--- config.mk ---
export PLATFORM = sky130hd
export DESIGN_NAME = fifo_ku_rst_ctrl
export DESIGN_NICKNAME = d
export VERILOG_FILES = /design/src/rtl/fifo_ku_ctrl_pkg.sv /design/src/rtl/fifo_ku_cyc_timer.sv /design/src/rtl/fifo_ku_rst_ctrl.sv
export SDC_FILE = /design/constraint.sdc
export NUM_CORES = 1
export LEC_CHECK = 0
export ABC_CLOCK_PERIOD_IN_PS = 1900
export CAP_MARGIN = 20
export CORE_UTILIZATION = 49
export CTS_BUF_LIST = sky130_fd_sc_hd__clkbuf_4
export CTS_CLUSTER_SIZE = 20
export DETAILED_ROUTE_END_ITERATION = 16
export GPL_TIMING_DRIVEN = 0
export PLACE_DENSITY = 0.77
export SYNTH_ARGS = -nofsm -noshare
export SYNTH_HDL_FRONTEND = slang
export SYNTH_SLANG_ARGS = --single-unit
--- constraint.sdc ---
create_clock -name clock -period 1.9 [get_ports clock]
set_input_delay 0.38 -clock clock [delete_from_list [all_inputs] [get_ports clock]]
set_output_delay 0.38 -clock clock [all_outputs]
set_load 0.005 [all_outputs]
--- src/rtl/fifo_ku_ctrl_pkg.sv ---
// Shared types and defaults for the FIFO36E2 reset/enable sequencer.
package fifo_ku_ctrl_pkg;

    typedef enum logic [1:0] {
        PRE    = 2'd0,
        ASSERT = 2'd1,
        WAIT   = 2'd2,
        RUN    = 2'd3
    } state_e;

    localparam int unsigned PRE_CYC_DEF = 4;
    localparam int unsigned RST_CYC_DEF = 5;
    localparam int unsigned TIMEOUT_DEF = 256;

    // Wide enough to reach the largest of the three phase lengths.
    function automatic int unsigned timer_w(input int unsigned pre_cyc,
                                            input int unsigned rst_cyc,
                                            input int unsigned tmo_cyc);
        int unsigned m;
        m = pre_cyc;
        if (rst_cyc > m) m = rst_cyc;
        if (tmo_cyc > m) m = tmo_cyc;
        return $clog2(m + 1);
    endfunction

endpackage

--- src/rtl/fifo_ku_cyc_timer.sv ---
// Loadable, clearable, saturating up-counter with a terminal-match flag.
module fifo_ku_cyc_timer #(
    parameter int unsigned W = 9
) (
    input  logic         clk_i,
    input  logic         rst_ni,
    input  logic         clr_i,
    input  logic         load_i,
    input  logic [W-1:0] load_val_i,
    input  logic [W-1:0] term_i,
    output logic         match_o
);

    logic [W-1:0] cnt_q, cnt_d;

    always_comb begin
        cnt_d = cnt_q;
        if (clr_i) begin
            cnt_d = '0;
        end else if (load_i) begin
            cnt_d = load_val_i;
        end else if (cnt_q != '1) begin
            cnt_d = cnt_q + W'(1);
        end
    end

    always_ff @(posedge clk_i or negedge rst_ni) begin
        if (!rst_ni) begin
            cnt_q <= '0;
        end else begin
            cnt_q <= cnt_d;
        end
    end

    assign match_o = (cnt_q == term_i);

endmodule

--- src/rtl/fifo_ku_rst_ctrl.sv ---
// Reset/enable sequencer for a common-clock FIFO36E2.
// Optional macro FIFO_KU_RST_STAT_EN adds the rst_cnt reset-entry counter.
module fifo_ku_rst_ctrl
    import fifo_ku_ctrl_pkg::*;
#(
    parameter int unsigned PRE_CYC = PRE_CYC_DEF,
    parameter int unsigned RST_CYC = RST_CYC_DEF,
    parameter int unsigned TIMEOUT = TIMEOUT_DEF
) (
    input  logic        clock,
    input  logic        rst_n,
    input  logic        soft_rst,
    input  logic        wr_en,
    input  logic        rd_en,
    input  logic        fifo_full,
    input  logic        fifo_empty,
    input  logic        wr_rst_busy,
    input  logic        rd_rst_busy,
    output logic        fifo_rst,
    output logic        fifo_wren,
    output logic        fifo_rden,
    output logic        full,
    output logic        empty,
    output logic        ready,
`ifdef FIFO_KU_RST_STAT_EN
    output logic [15:0] rst_cnt,
`endif
    output logic        rst_err
);

    localparam int unsigned TW = timer_w(PRE_CYC, RST_CYC, TIMEOUT);

    state_e          state_q, state_d;
    logic            fifo_rst_q, ready_q, rst_err_q, rst_err_d;
    logic [TW-1:0]   term;
    logic            tmatch;
    logic            tclr;

    always_comb begin
        case (state_q)
            PRE:     term = TW'(PRE_CYC - 1);
            ASSERT:  term = TW'(RST_CYC - 1);
            default: term = TW'(TIMEOUT - 1);
        endcase
    end

    assign tclr = (state_d != state_q);

    fifo_ku_cyc_timer #(
        .W (TW)
    ) u_timer (
        .clk_i      (clock),
        .rst_ni     (rst_n),
        .clr_i      (tclr),
        .load_i     (1'b0),
        .load_val_i ('0),
        .term_i     (term),
        .match_o    (tmatch)
    );

    always_ff @(posedge clock or negedge rst_n) begin
        if (!rst_n) begin
            state_q    <= ASSERT;
            fifo_rst_q <= 1'b1;
            ready_q    <= 1'b0;
            rst_err_q  <= 1'b0;
        end else begin
            state_q    <= state_d;
            fifo_rst_q <= (state_d == ASSERT);
            ready_q    <= (state_d == RUN);
            rst_err_q  <= rst_err_d;
        end
    end

    // Busy flags are only meaningful once RST has been released.
    always_comb begin
        state_d   = state_q;
        rst_err_d = rst_err_q;
        case (state_q)
            PRE:    if (tmatch) state_d = ASSERT;
            ASSERT: if (tmatch) state_d = WAIT;
            WAIT: begin
                if (!wr_rst_busy && !rd_rst_busy) begin
                    state_d = RUN;
                end else if (tmatch) begin
                    state_d   = PRE;
                    rst_err_d = 1'b1;
                end
            end
            RUN:    if (soft_rst) state_d = PRE;
            default: state_d = ASSERT;
        endcase
    end

    always_comb begin
        fifo_rst  = fifo_rst_q;
        ready     = ready_q;
        rst_err   = rst_err_q;
        fifo_wren = wr_en & ~fifo_full & ready_q;
        fifo_rden = rd_en & ~fifo_empty & ready_q;
        full      = fifo_full | ~ready_q;
        empty     = fifo_empty | ~ready_q;
    end

`ifdef FIFO_KU_RST_STAT_EN
    logic [15:0] rst_cnt_q;
    logic        ent_q;

    // ent_q marks the first cycle of any state, including the one after rst_n release.
    always_ff @(posedge clock or negedge rst_n) begin
        if (!rst_n) begin
            rst_cnt_q <= '0;
            ent_q     <= 1'b1;
        end else begin
            ent_q <= (state_d != state_q);
            if (state_q == ASSERT && ent_q && rst_cnt_q != '1) begin
                rst_cnt_q <= rst_cnt_q + 16'd1;
            end
        end
    end

    assign rst_cnt = rst_cnt_q;
`endif

endmodule
==> run_results.csv <==
group,metric,value,unit
synth,synth_cell_types,44,
floorplanning,die_x,46.94,um
worst_setup_path,crit_slowest_cell,"dfrtp_2",
cts,clkTransAtPathRegs,80,ps
timing,drv_slew,0,
worst_setup_path,start_kind,"flop",
worst_setup_path,r2r_setup_slack,5,ps
worst_setup_path,cpLargestDelayFamily,"simple AND/OR/NAND/NOR gates",
timing,finalHoldViolCount,0,
global_route,gr-total-overflow,0,
synth,ys_warn_count,0,
global_route,antenna_found_initial,0,
floorplanning,core-area,1802,um^2
cts,cts_tree,"built",
worst_setup_path,critical_path.max_fanout,7,
cts,cts.path.max_buffers,2,
synth,avgSynthCellArea,9.250,um^2
layout,area_growth,26.30,%
run,max-cap-violations,0,
synth,synth-simple-area-share,30.72,%
worst_setup_path,r2r-end,"u_timer.cnt_q[4]$_DFFE_PN0P_",
layout,utilization,69.38,%
cts,root_buffer,"clkbuf_4",
global_route,grt_pass1_vias,776,
synth,synth_edf_count,0,
pwr,p_per_area,1155,nW/um^2
floorplanning,dieArea,2203,um^2
detailed_routing,drt_iter0_drc,15,
timing,fin_crit,1895,ps
detailed_routing,avgRoutedWirePerCell,14.46,um
detailed_routing,antenna_left,0,
layout,antenna_cells,0,
placed_design,pre_cts_slack,-163.0,ps
cts,cts_buffers,3,
synth,synth-xor-area-share,5.310,%
cts,insertion_delay,290,ps
detailed_routing,viasPerCell,5.768,
worst_setup_path,worstSetupEndpointType,"flop",
timing,final-setup-viol-count,0,
pwr,p_leak,0.5655,nW
worst_hold_path,hold_path.class,"input port to async pin",
timing,relSlewSlack,58.19,%
status,status,"finished, final reports clean",
global_route,grt_max_degree,15,
layout,drive_above_1_share,19.84,%
synth,synth_adder_area_share,2.528,%
synth,ys_seq_area_share,35.65,%
synth,synth_top_family_by_area,"simple AND/OR/NAND/NOR gates",
placed_design,gp_congestion,0.8751,
worst_setup_path,r2r_cells,6,
floorplanning,initial_core_util,54.93,%
synth,synthesis.instances,107,
pwr,vdd_drop_max,0.7864,mV
floorplanning,fp-row-count,15,
placed_design,dpl.hpwl,1494,um
detailed_routing,vias,871,
cts,cts.sinks,14,
detailed_routing,drc,0,
detailed_routing,drt-total-wl,2184,um
layout,fin_nets,138,
timing,holdWs,467.7,ps
floorplanning,die_h,46.94,um
worst_setup_path,arrival,2070,ps
worst_setup_path,rr_startpoint,"u_timer.cnt_q[4]$_DFFE_PN0P_",
timing,fin_ws,5.313,ps
cts,htree_num_levels,1,
detailed_routing,firstDrtPassIters,4,
worst_setup_path,required,2070,ps
synth,synth_seq_cells,14,
global_route,grt_util_all_layers,22.38,%
synth,synthArstFlopShare,100.0,%
synth,synth_compound_area_share,16.94,%
timing,fin_crit_sh,99.72,%
synth,synthMuxAreaShare,3.034,%
worst_setup_path,path_class,"flop to flop",
timing,finalSetupTns,0,ps
timing,skew,8.371,ps
worst_setup_path,path_cells,"buf_4 > nor4_1 > a22o_1 > nand4b_4 > a21oi_2 > nor2_1",
synth,synth_nets,118,
timing,fmaxAchievable,527.8,MHz
worst_setup_path,critPathBufInv,1,
placed_design,portBuffers,15,
global_route,grt_pass1_wl,3312,um
synth,synthFlopType,"dfrtp_1",
floorplanning,io_pins,16,
layout,final_cell_mix,"nor2_1, clkdlybuf4s50_1, dfrtp_1, nand2_1",
worst_setup_path,slowest_delay,410,ps
synth,syn-cell-area,989.7,um^2
timing,tightest_slew,625.1,ps
## worst reg2reg max path, delay by kind of cell, from the launching register on
family	cells	cell delay [ps]
AO/OA/AOI/OAI	2	600
buffers and inverters	1	160
flip-flops	1	410
AND/OR/NAND/NOR	3	600
## cell usage after synthesis (2+ instances only)
| cell type | number | area [um^2] |
|---|---|---|
| ha_1 | 2 | 25.02 |
| nand3_1 | 2 | 10.01 |
| o21ai_0 | 3 | 15.01 |
| mux2i_1 | 3 | 30.03 |
| and4_1 | 3 | 26.28 |
| nand2_1 | 6 | 22.52 |
| xor2_1 | 2 | 17.52 |
| clkbuf_1 | 4 | 15.01 |
| dfstp_2 | 2 | 52.55 |
| nand3b_1 | 2 | 15.01 |
| a21oi_1 | 3 | 15.01 |
| nor2b_1 | 3 | 18.77 |
| nor4_1 | 2 | 12.51 |
| a21o_1 | 2 | 15.01 |
| nand2b_1 | 2 | 12.51 |
| dfrtp_1 | 12 | 300.3 |
| o21ai_1 | 2 | 10.01 |
| nor3_1 | 2 | 10.01 |
| xnor2_1 | 4 | 35.03 |
| nor2_1 | 14 | 52.55 |
| o211ai_1 | 5 | 37.54 |
| inv_1 | 5 | 18.77 |
## sequential cells by signal, summed over array words and instances, names as in the netlist
signal,count
fifo_rst,1
state_q,2
rst_err,1
ready,1
u_timer.cnt_q,9
## routing by layer
| layer | global-route usage, % | share of wire, % |
|---|---|---|
| met5 | 0 | 0 |
| met4 | 14.86 | 2.6 |
| met3 | 6.154 | 5.0 |
| met2 | 36.11 | 48 |
| met1 | 25.96 | 44 |
## cells by family after synthesis
| family | after synthesis |
|---|---|
| buffers and inverters | 12 |
| AOI/OAI and AO/OA | 22 |
| adders and majority gates | 2 |
| muxes | 3 |
| and+or+nand+nor | 48 |
| DFF | 14 |
| xor gates and xnor gates | 6 |
## per-stage QoR
stage / std cells / total power [mW] / area, um^2
3_3_place_gp: 147 / 1.180 / 1175
5_1_grt: 151 / 1.547 / 1250
3_5_place_dp: 147 / 1.200 / 1175
4_1_cts: 151 / 1.401 / 1215
2_1_floorplan: 107 / 0.9978 / 993.5
6_report: 151 / 1.444 / 1250
## cell type report
cell class,count,area (um^2)
Inverter,5,18.77
Multi-Input combinational cell,82,616.8
Clock buffer,4,30.03
Fill cell,150,551.8
Sequential cell,14,355.3
Tap cell,25,31.28
Buffer,4,27.53
Timing Repair Buffer,17,170.2
## worst max-delay path by stage
stage                                  from                           end  slack (ps)  cells after the start
2_1_floorplan  u_timer.cnt_q[4]$_DFFE_PN0P_  u_timer.cnt_q[6]$_DFFE_PN0P_          30                     10
6_report       u_timer.cnt_q[4]$_DFFE_PN0P_  u_timer.cnt_q[4]$_DFFE_PN0P_           5                      6
4_1_cts                           fifo_full                     fifo_wren          10                      4
3_5_place_dp   u_timer.cnt_q[4]$_DFFE_PN0P_  u_timer.cnt_q[6]$_DFFE_PN0P_        -160                     10
5_1_grt        u_timer.cnt_q[6]$_DFFE_PN0P_  u_timer.cnt_q[6]$_DFFE_PN0P_         -30                      8
3_3_place_gp   u_timer.cnt_q[4]$_DFFE_PN0P_  u_timer.cnt_q[6]$_DFFE_PN0P_        -130                     10
## where the power goes
part | total (mW) | internal (mW) | leakage [nW] | switching (mW)
registers | 0.488 | 0.398 | 0.177 | 0.0895
logic | 0.764 | 0.353 | 0.370 | 0.411
clock network | 0.192 | 0.0959 | 0.0184 | 0.0961
## repair_timing
item                                    in CTS  in global routing
hold buffers                                 0                  0
gates cloned                                 0                  1
buffers inserted                             2                  0
gates resized for setup                      2                  7
endpoints found under the setup margin       5                 12
pin swaps                                    0                  1
(Power assumes the default switching activity.)
